--- config.mk ---
export PLATFORM = sky130hd
export DESIGN_NAME = pipe_hazard_ctrl
export DESIGN_NICKNAME = d
export VERILOG_FILES = /design/src/rtl/pipe_hazard_ctrl_pkg.sv /design/src/rtl/pipe_hazard_ctrl_haz_src_match.sv /design/src/rtl/pipe_hazard_ctrl.sv
export SDC_FILE = /design/constraint.sdc
export NUM_CORES = 1
export LEC_CHECK = 0
export ABC_AREA = 1
export BUFFER_PORTS_ARGS = -buffer_cell sky130_fd_sc_hd__buf_2
export CAP_MARGIN = 20
export CORE_MARGIN = 2
export CORE_UTILIZATION = 54
export CTS_BUF_LIST = sky130_fd_sc_hd__clkbuf_8
export DETAILED_ROUTE_END_ITERATION = 10
export PLACE_DENSITY = 0.95
export SKIP_LAST_GASP = 1
export SYNTH_ARGS = -nofsm -noshare
export SYNTH_HDL_FRONTEND = slang
export SYNTH_SLANG_ARGS = --single-unit
--- constraint.sdc ---
create_clock -name clk -period 2.05 [get_ports clk]
set_input_delay 0.1025 -clock clk [delete_from_list [all_inputs] [get_ports clk]]
set_output_delay 0.1025 -clock clk [all_outputs]
set_load 0.05 [all_outputs]
--- src/rtl/pipe_hazard_ctrl_pkg.sv ---
// Shared definitions for pipe_hazard_ctrl: opcodes, FSM states, forward-select codes
// and the per-opcode source-register decode.
package pipe_hazard_ctrl_pkg;

  localparam logic [3:0] OP_NOP     = 4'h0;
  localparam logic [3:0] OP_ADD     = 4'h1;
  localparam logic [3:0] OP_SUB     = 4'h2;
  localparam logic [3:0] OP_NAND    = 4'h3;
  localparam logic [3:0] OP_SHL     = 4'h4;
  localparam logic [3:0] OP_SHR     = 4'h5;
  localparam logic [3:0] OP_MOV     = 4'h6;
  localparam logic [3:0] OP_OUT     = 4'h7;
  localparam logic [3:0] OP_IN      = 4'h8;
  localparam logic [3:0] OP_BEQ     = 4'h9;
  localparam logic [3:0] OP_BNE     = 4'hA;
  localparam logic [3:0] OP_JMP     = 4'hB;
  localparam logic [3:0] OP_JAL     = 4'hC;
  localparam logic [3:0] OP_LOAD    = 4'hD;
  localparam logic [3:0] OP_STORE   = 4'hE;
  localparam logic [3:0] OP_LOADIMM = 4'hF;

  typedef enum logic [1:0] {
    ST_RUN     = 2'd0,
    ST_IO_WAIT = 2'd1,
    ST_FLUSH   = 2'd2
  } state_e;

  localparam logic [1:0] FWD_RF  = 2'b00;
  localparam logic [1:0] FWD_MEM = 2'b01;
  localparam logic [1:0] FWD_WB  = 2'b10;

  // Slot A is the first operand read, slot B the second (STORE data lives in rd).
  typedef struct packed {
    logic       a_vld;
    logic [3:0] a;
    logic       b_vld;
    logic [3:0] b;
  } src_t;

  function automatic src_t src_regs(input logic [15:0] inst);
    src_t s;
    s = '0;
    case (inst[15:12])
      OP_ADD, OP_SUB, OP_NAND: begin
        s.a_vld = 1'b1; s.a = inst[7:4];
        s.b_vld = 1'b1; s.b = inst[3:0];
      end
      OP_SHL, OP_SHR, OP_MOV, OP_LOAD: begin
        s.a_vld = 1'b1; s.a = inst[7:4];
      end
      OP_OUT: begin
        s.a_vld = 1'b1; s.a = inst[11:8];
      end
      OP_STORE: begin
        s.a_vld = 1'b1; s.a = inst[7:4];
        s.b_vld = 1'b1; s.b = inst[11:8];
      end
      default: ;
    endcase
    return s;
  endfunction

  // The EX writer is the younger result, so it wins over MEM.
  function automatic logic [1:0] fwd_sel(input logic hit_ex, input logic hit_mem);
    if (hit_ex)
      return FWD_MEM;
    else if (hit_mem)
      return FWD_WB;
    return FWD_RF;
  endfunction

endpackage

--- src/rtl/pipe_hazard_ctrl_haz_src_match.sv ---
// haz_src_match: compares the source registers of the ID instruction against the
// EX and MEM writers. Bit 0 of each hit vector is source A, bit 1 is source B.
module haz_src_match
  import pipe_hazard_ctrl_pkg::*;
(
  input  logic [15:0] id_inst_i,
  input  logic        id_valid_i,
  input  logic [3:0]  ex_rd_i,
  input  logic        ex_reg_en_i,
  input  logic [3:0]  mem_rd_i,
  input  logic        mem_reg_en_i,
  output logic [1:0]  hit_ex_o,
  output logic [1:0]  hit_mem_o
);

  src_t       src;
  logic [1:0] src_vld;
  logic [3:0] src_reg [2];

  assign src        = src_regs(id_inst_i);
  assign src_vld    = {src.b_vld, src.a_vld} & {2{id_valid_i}};
  assign src_reg[0] = src.a;
  assign src_reg[1] = src.b;

  for (genvar gi = 0; gi < 2; gi++) begin : g_src
    assign hit_ex_o[gi]  = src_vld[gi] && ex_reg_en_i  && (src_reg[gi] == ex_rd_i);
    assign hit_mem_o[gi] = src_vld[gi] && mem_reg_en_i && (src_reg[gi] == mem_rd_i);
  end

endmodule

--- src/rtl/pipe_hazard_ctrl.sv ---
// pipe_hazard_ctrl: stall/bubble/flush, operand-forward and OUT/IN handshake control.
// Define HAZ_FWD_EN to enable EX/MEM forwarding; otherwise any RAW on EX or MEM stalls.
module pipe_hazard_ctrl
  import pipe_hazard_ctrl_pkg::*;
#(
  parameter int FLUSH_CYC  = 2,
  parameter int IO_TIMEOUT = 255
) (
  input  logic        clk,
  input  logic        rst_n,
  input  logic [15:0] id_inst,
  input  logic        id_valid,
  input  logic [3:0]  ex_rd,
  input  logic [3:0]  mem_rd,
  input  logic        ex_reg_en,
  input  logic        mem_reg_en,
  input  logic        ex_is_load,
  input  logic        ex_br_taken,
  input  logic        io_ack,
  output logic        pc_stall,
  output logic        if_id_stall,
  output logic        id_ex_bubble,
  output logic        if_id_flush,
  output logic [1:0]  fwd_a_sel,
  output logic [1:0]  fwd_b_sel,
  output logic        io_req,
  output logic        io_err
);

  localparam logic [2:0] FLUSH_LOAD = 3'(FLUSH_CYC - 1);
  localparam logic [7:0] TO_LAST    = 8'(IO_TIMEOUT - 1);

  state_e     state_q, state_d;
  logic [2:0] fcnt_q, fcnt_d;
  logic [7:0] tcnt_q, tcnt_d;
  logic       io_err_q, io_err_d;
  logic [1:0] hit_ex, hit_mem;
  logic       data_haz, id_is_io;
  logic       stall, bubble, flush, req;

  haz_src_match u_src_match (
    .id_inst_i    (id_inst),
    .id_valid_i   (id_valid),
    .ex_rd_i      (ex_rd),
    .ex_reg_en_i  (ex_reg_en),
    .mem_rd_i     (mem_rd),
    .mem_reg_en_i (mem_reg_en),
    .hit_ex_o     (hit_ex),
    .hit_mem_o    (hit_mem)
  );

  assign id_is_io = id_valid && (id_inst[15:12] == OP_OUT || id_inst[15:12] == OP_IN);

  always_comb begin
    state_d  = state_q;
    fcnt_d   = fcnt_q;
    tcnt_d   = tcnt_q;
    io_err_d = io_err_q;
    stall    = 1'b0;
    bubble   = 1'b0;
    flush    = 1'b0;
    req      = 1'b0;
    if (ex_br_taken) begin
      // A taken branch squashes wrong-path work from any state, including an I/O wait.
      flush   = 1'b1;
      bubble  = 1'b1;
      fcnt_d  = FLUSH_LOAD;
      state_d = (FLUSH_CYC > 1) ? ST_FLUSH : ST_RUN;
    end else begin
      case (state_q)
        ST_IO_WAIT: begin
          req = 1'b1;
          if (io_ack) begin
            state_d = ST_RUN;
          end else if (tcnt_q == TO_LAST) begin
            io_err_d = 1'b1;
            state_d  = ST_RUN;
          end else begin
            stall  = 1'b1;
            bubble = 1'b1;
            if (tcnt_q != 8'hFF) tcnt_d = tcnt_q + 8'd1;
          end
        end
        ST_FLUSH: begin
          flush  = 1'b1;
          bubble = 1'b1;
          if (fcnt_q <= 3'd1) begin
            fcnt_d  = 3'd0;
            state_d = ST_RUN;
          end else begin
            fcnt_d = fcnt_q - 3'd1;
          end
        end
        default: begin
          if (id_is_io) begin
            req     = 1'b1;
            stall   = 1'b1;
            bubble  = 1'b1;
            tcnt_d  = 8'd0;
            state_d = ST_IO_WAIT;
          end else if (data_haz) begin
            stall  = 1'b1;
            bubble = 1'b1;
          end
        end
      endcase
    end
  end

  always_ff @(posedge clk or negedge rst_n) begin
    if (!rst_n) begin
      state_q  <= ST_RUN;
      fcnt_q   <= 3'd0;
      tcnt_q   <= 8'd0;
      io_err_q <= 1'b0;
    end else begin
      state_q  <= state_d;
      fcnt_q   <= fcnt_d;
      tcnt_q   <= tcnt_d;
      io_err_q <= io_err_d;
    end
  end

`ifdef HAZ_FWD_EN
  logic [1:0] fwd_a_q, fwd_a_d, fwd_b_q, fwd_b_d;

  assign data_haz = ex_is_load & (|hit_ex);

  // Selects follow the instruction into EX: refreshed only when ID advances.
  always_comb begin
    fwd_a_d = fwd_a_q;
    fwd_b_d = fwd_b_q;
    if (bubble) begin
      fwd_a_d = FWD_RF;
      fwd_b_d = FWD_RF;
    end else if (!stall) begin
      fwd_a_d = fwd_sel(hit_ex[0], hit_mem[0]);
      fwd_b_d = fwd_sel(hit_ex[1], hit_mem[1]);
    end
  end

  always_ff @(posedge clk or negedge rst_n) begin
    if (!rst_n) begin
      fwd_a_q <= FWD_RF;
      fwd_b_q <= FWD_RF;
    end else begin
      fwd_a_q <= fwd_a_d;
      fwd_b_q <= fwd_b_d;
    end
  end

  assign fwd_a_sel = fwd_a_q;
  assign fwd_b_sel = fwd_b_q;
`else
  logic unused_ex_is_load;

  assign unused_ex_is_load = ex_is_load;
  assign data_haz          = |{hit_ex, hit_mem};
  assign fwd_a_sel         = FWD_RF;
  assign fwd_b_sel         = FWD_RF;
`endif

  // Held low while reset is asserted so a mid-flush or mid-I/O reset silences everything.
  assign pc_stall     = rst_n & stall;
  assign if_id_stall  = rst_n & stall;
  assign id_ex_bubble = rst_n & bubble;
  assign if_id_flush  = rst_n & flush;
  assign io_req       = rst_n & req;
  assign io_err       = io_err_q;

endmodule

==> flow_summary.toml <==
[final_layout]
final_nets = 316
areaGrowthSynthToFinish_pct = 22.4
drive_above_1_share_pct = 23.1
fillers = 195
instances_no_fill = 307
n_antenna_cell = 0

[sta]
drv_slew = 0
finalClockSkew_ns = 0.00380
min_period_ns = 1.92
rsz0062_at_grt = "true"
hold_violations = 0
tns_ns = 0
finalCritPeriodShare_pct = 93.7
max_freq_mhz = 521
finalSetupViolCount = 0

[detailed_routing]
drtAntennaViolNets = 0
vias = 1646
drt_iter0_drc = 77
routed_wirelength_mm = 3.65
first_pass_iters = 4
drc = 0
post_drt_wl_per_cell_um = 11.9
vias_per_cell = 5.36

[clock_tree]
cts_root_buf = "clkbuf_8"
cts_max_path_buffers = 2
path_clk_slew_ns = 0.06
cts_sinks = 14
clk-insertion-delay-late_ns = 0.25
cts_tree = "done"
cts_buffers = 3
h-tree-depth = 1

[min_path]
min_from = "ex_br_taken"
hold_end = "io_err"
hold_class = "primary input to flop"
hold_path_depth = 2

[floorplanning]
fp.coreArea_sq_mm = 0.00250
die_h_um = 55.6
fp.dieW_um = 55.6
fp.dieArea_sq_mm = 0.00309
pin_count = 42
start_util_pct = 57.4
rows = 18

[critical_path]
cp.required_ns = 1.95
crit_buf_inv = 3
r2r_cells = 12
cp_max_fo = 5
path_depth = 7
r2r_start = "tcnt_q[0]"
r2r_slack_ns = 0.17
end_kind = "primary output"
crit_type = "flop to primary output"
path_cells = "inv_1 > ha_2 > inv_1 > nor3_4 > nand2_1 > a21oi_2 > clkbuf_4"
arrival_ns = 1.82
slowest_stage = "dfrtp_1"
crit_path_max_incr_delay_ns = 0.38
r2r_end = "tcnt_q[6]"
crit_top_cell = "inv_1"
critPathLaunchType = "flop"
crit_family = "buffers and inverters"

[global_route]
track_usage_pct = 24.2
grt_start_max_net_pins = 17
grt_use_met3_pct = 3.75
met2_usage_pct = 43.0
grt_pass1_wl_mm = 6.26
grt_antenna_before_repair = 0
grt-busiest-layer = "met2"
grt_pass1_vias = 1547
grtUsageMet1_pct = 30.9
gr-total-overflow = 0

[run_status]
outcome = "complete, no violations"

[power_and_ir_drop]
power_density_mw_per_mm2 = 784
irDropWorstVdd_v = 0.00101
p_leak_nw = 0.985

[place]
routabilityCongestion = 0.896
numPortBuffers = 36
dp_hpwl_mm = 2.78
placed_cells = 300

[logic_synthesis]
synth_area_sq_mm = 0.00144
syn-instance-count = 235
synth.yosys.seq_area_share_pct = 24.4
synthDistinctLibCells = 25
ys_seq_elements = 14
synth_warnings = 0
synth.avg_cell_area_sq_um = 6.11

[job]
maxCapViolCount = 0
==> area by class of cell <==
class / instances / area (sq um) / share of cell area [%]
Multi-Input combinational cell: 183 / 958 / 54.6
Sequential cell: 14 / 350 / 19.9
Timing Repair Buffer: 40 / 220 / 12.5
Inverter: 36 / 135 / 7.69
Clock buffer: 4 / 55.1 / 3.13
Tap cell: 30 / 37.5 / 2.14
==> timing repair <==
| item | 4_1_cts | 5_1_grt |
|---|---|---|
| resized for setup | 1 | 9 |
| buffers inserted | 0 | 2 |
| endpoints found under the hold margin | 14 | 0 |
| endpoints found under the setup margin | 3 | 4 |
| hold buffers | 1 | 0 |
| pin swaps | 0 | 1 |
==> per-stage QoR <==
| step | worst slack (ns) | power, mW | area, sq um | hold WS, ns | utilization [%] |
|---|---|---|---|---|---|
| after floorplan | 0.0307 | 0.913 | 1460 | -0.193 | - |
| after global placement | 0.229 | 1.04 | 1640 | 0.0263 | 65.7 |
| after detailed placement | 0.141 | 1.07 | 1640 | 0.0307 | 65.7 |
| after CTS | 0.0542 | 1.35 | 1710 | 0.0836 | 68.5 |
| after global routing | -0.00826 | 1.49 | 1760 | 0.0983 | 70.3 |
| final | 0.129 | 1.38 | 1760 | 0.0867 | 70.3 |
==> placed cells by master (no fill, tap or decap) <==
cell type	n
nand3_1	36
o22ai_1	1
nor3_2	1
ha_1	5
xnor2_1	1
o21ai_0	12
dfrtp_1	14
nand3_2	1
clkbuf_4	3
conb_1	4
inv_1	35
nor2_1	22
nand2_1	66
nand2_4	2
clkbuf_8	4
nor3_1	2
dlygate4sd3_1	1
buf_4	3
nor2_4	2
nor2_2	2
nand2_2	5
o31ai_1	1
inv_2	1
nor3_4	2
a21oi_1	8
a211oi_2	1
ha_2	1
a21oi_2	2
o211ai_1	2
buf_2	33
nand3_4	1
nand4_1	3
==> cells by family (layout without fill, tap and decap cells) <==
kind of cell | count (synthesis) | in the layout | share of synthesized area [%]
xor+xnor | 1 | 1 | 0.610
fa+ha+maj | 6 | 6 | 5.23
simple gates | 145 | 145 | 47.0
compound gates | 27 | 27 | 10.5
flops | 14 | 14 | 24.4
other cells | 1 | 4 | 0.261
buf+inv | 41 | 80 | 12.0
==> worst max path at each step <==
stage,from,end,slack [ns]
6_report,state_q[1],pc_stall,0.13
2_1_floorplan,state_q[1],pc_stall,0.03
3_5_place_dp,id_inst[13],pc_stall,0.14
5_1_grt,state_q[1],id_ex_bubble,-0.008
4_1_cts,state_q[1],pc_stall,0.05
3_3_place_gp,id_inst[13],pc_stall,0.23
==> per-layer routing <==
layer	wire, um	part of all wire [%]	vias to the layer above
li1	-	-	832
met1	1540	42	742
met2	1840	50	64
met3	229	6.3	8
met4	33	0.91	0
met5	0	0	-
==> cells in the mapped netlist <==
master    instances  area share [%]
nor3_1            3             1.0
xnor2_1           1            0.61
o211ai_1          2             1.0
o21ai_0          12             4.2
nand2_2           4             1.7
nor2_4            2             1.6
nand2_4           2             1.6
inv_2             1            0.26
dfrtp_1          14              24
a21oi_2           1            0.61
nor3_4            1             1.1
nor3_2            1            0.70
o22ai_1           1            0.44
a211oi_1          1            0.52
nand2_1          67              18
o31ai_1           1            0.52
a21oi_1           9             3.1
conb_1            1            0.26
nand3_4           1             1.2
ha_1              6             5.2
nand4_1           3             1.3
buf_4             5             2.6
nand3_1          37              13
inv_1            35             9.2
nor2_1           24             6.3
==> registers in the layout (all words and copies together) (netlist names) <==
register,cells
tcnt_q,8
fcnt_q,3
state_q,2
io_err,1
==> power by group <==
group          leakage, nW  internal [mW]  switching [mW]
Combinational        0.786          0.219           0.438
Clock               0.0288          0.170           0.101
Sequential           0.170          0.371          0.0778
Total                0.985          0.761           0.617
No activity file was read; power rests on OpenSTA's default activity.
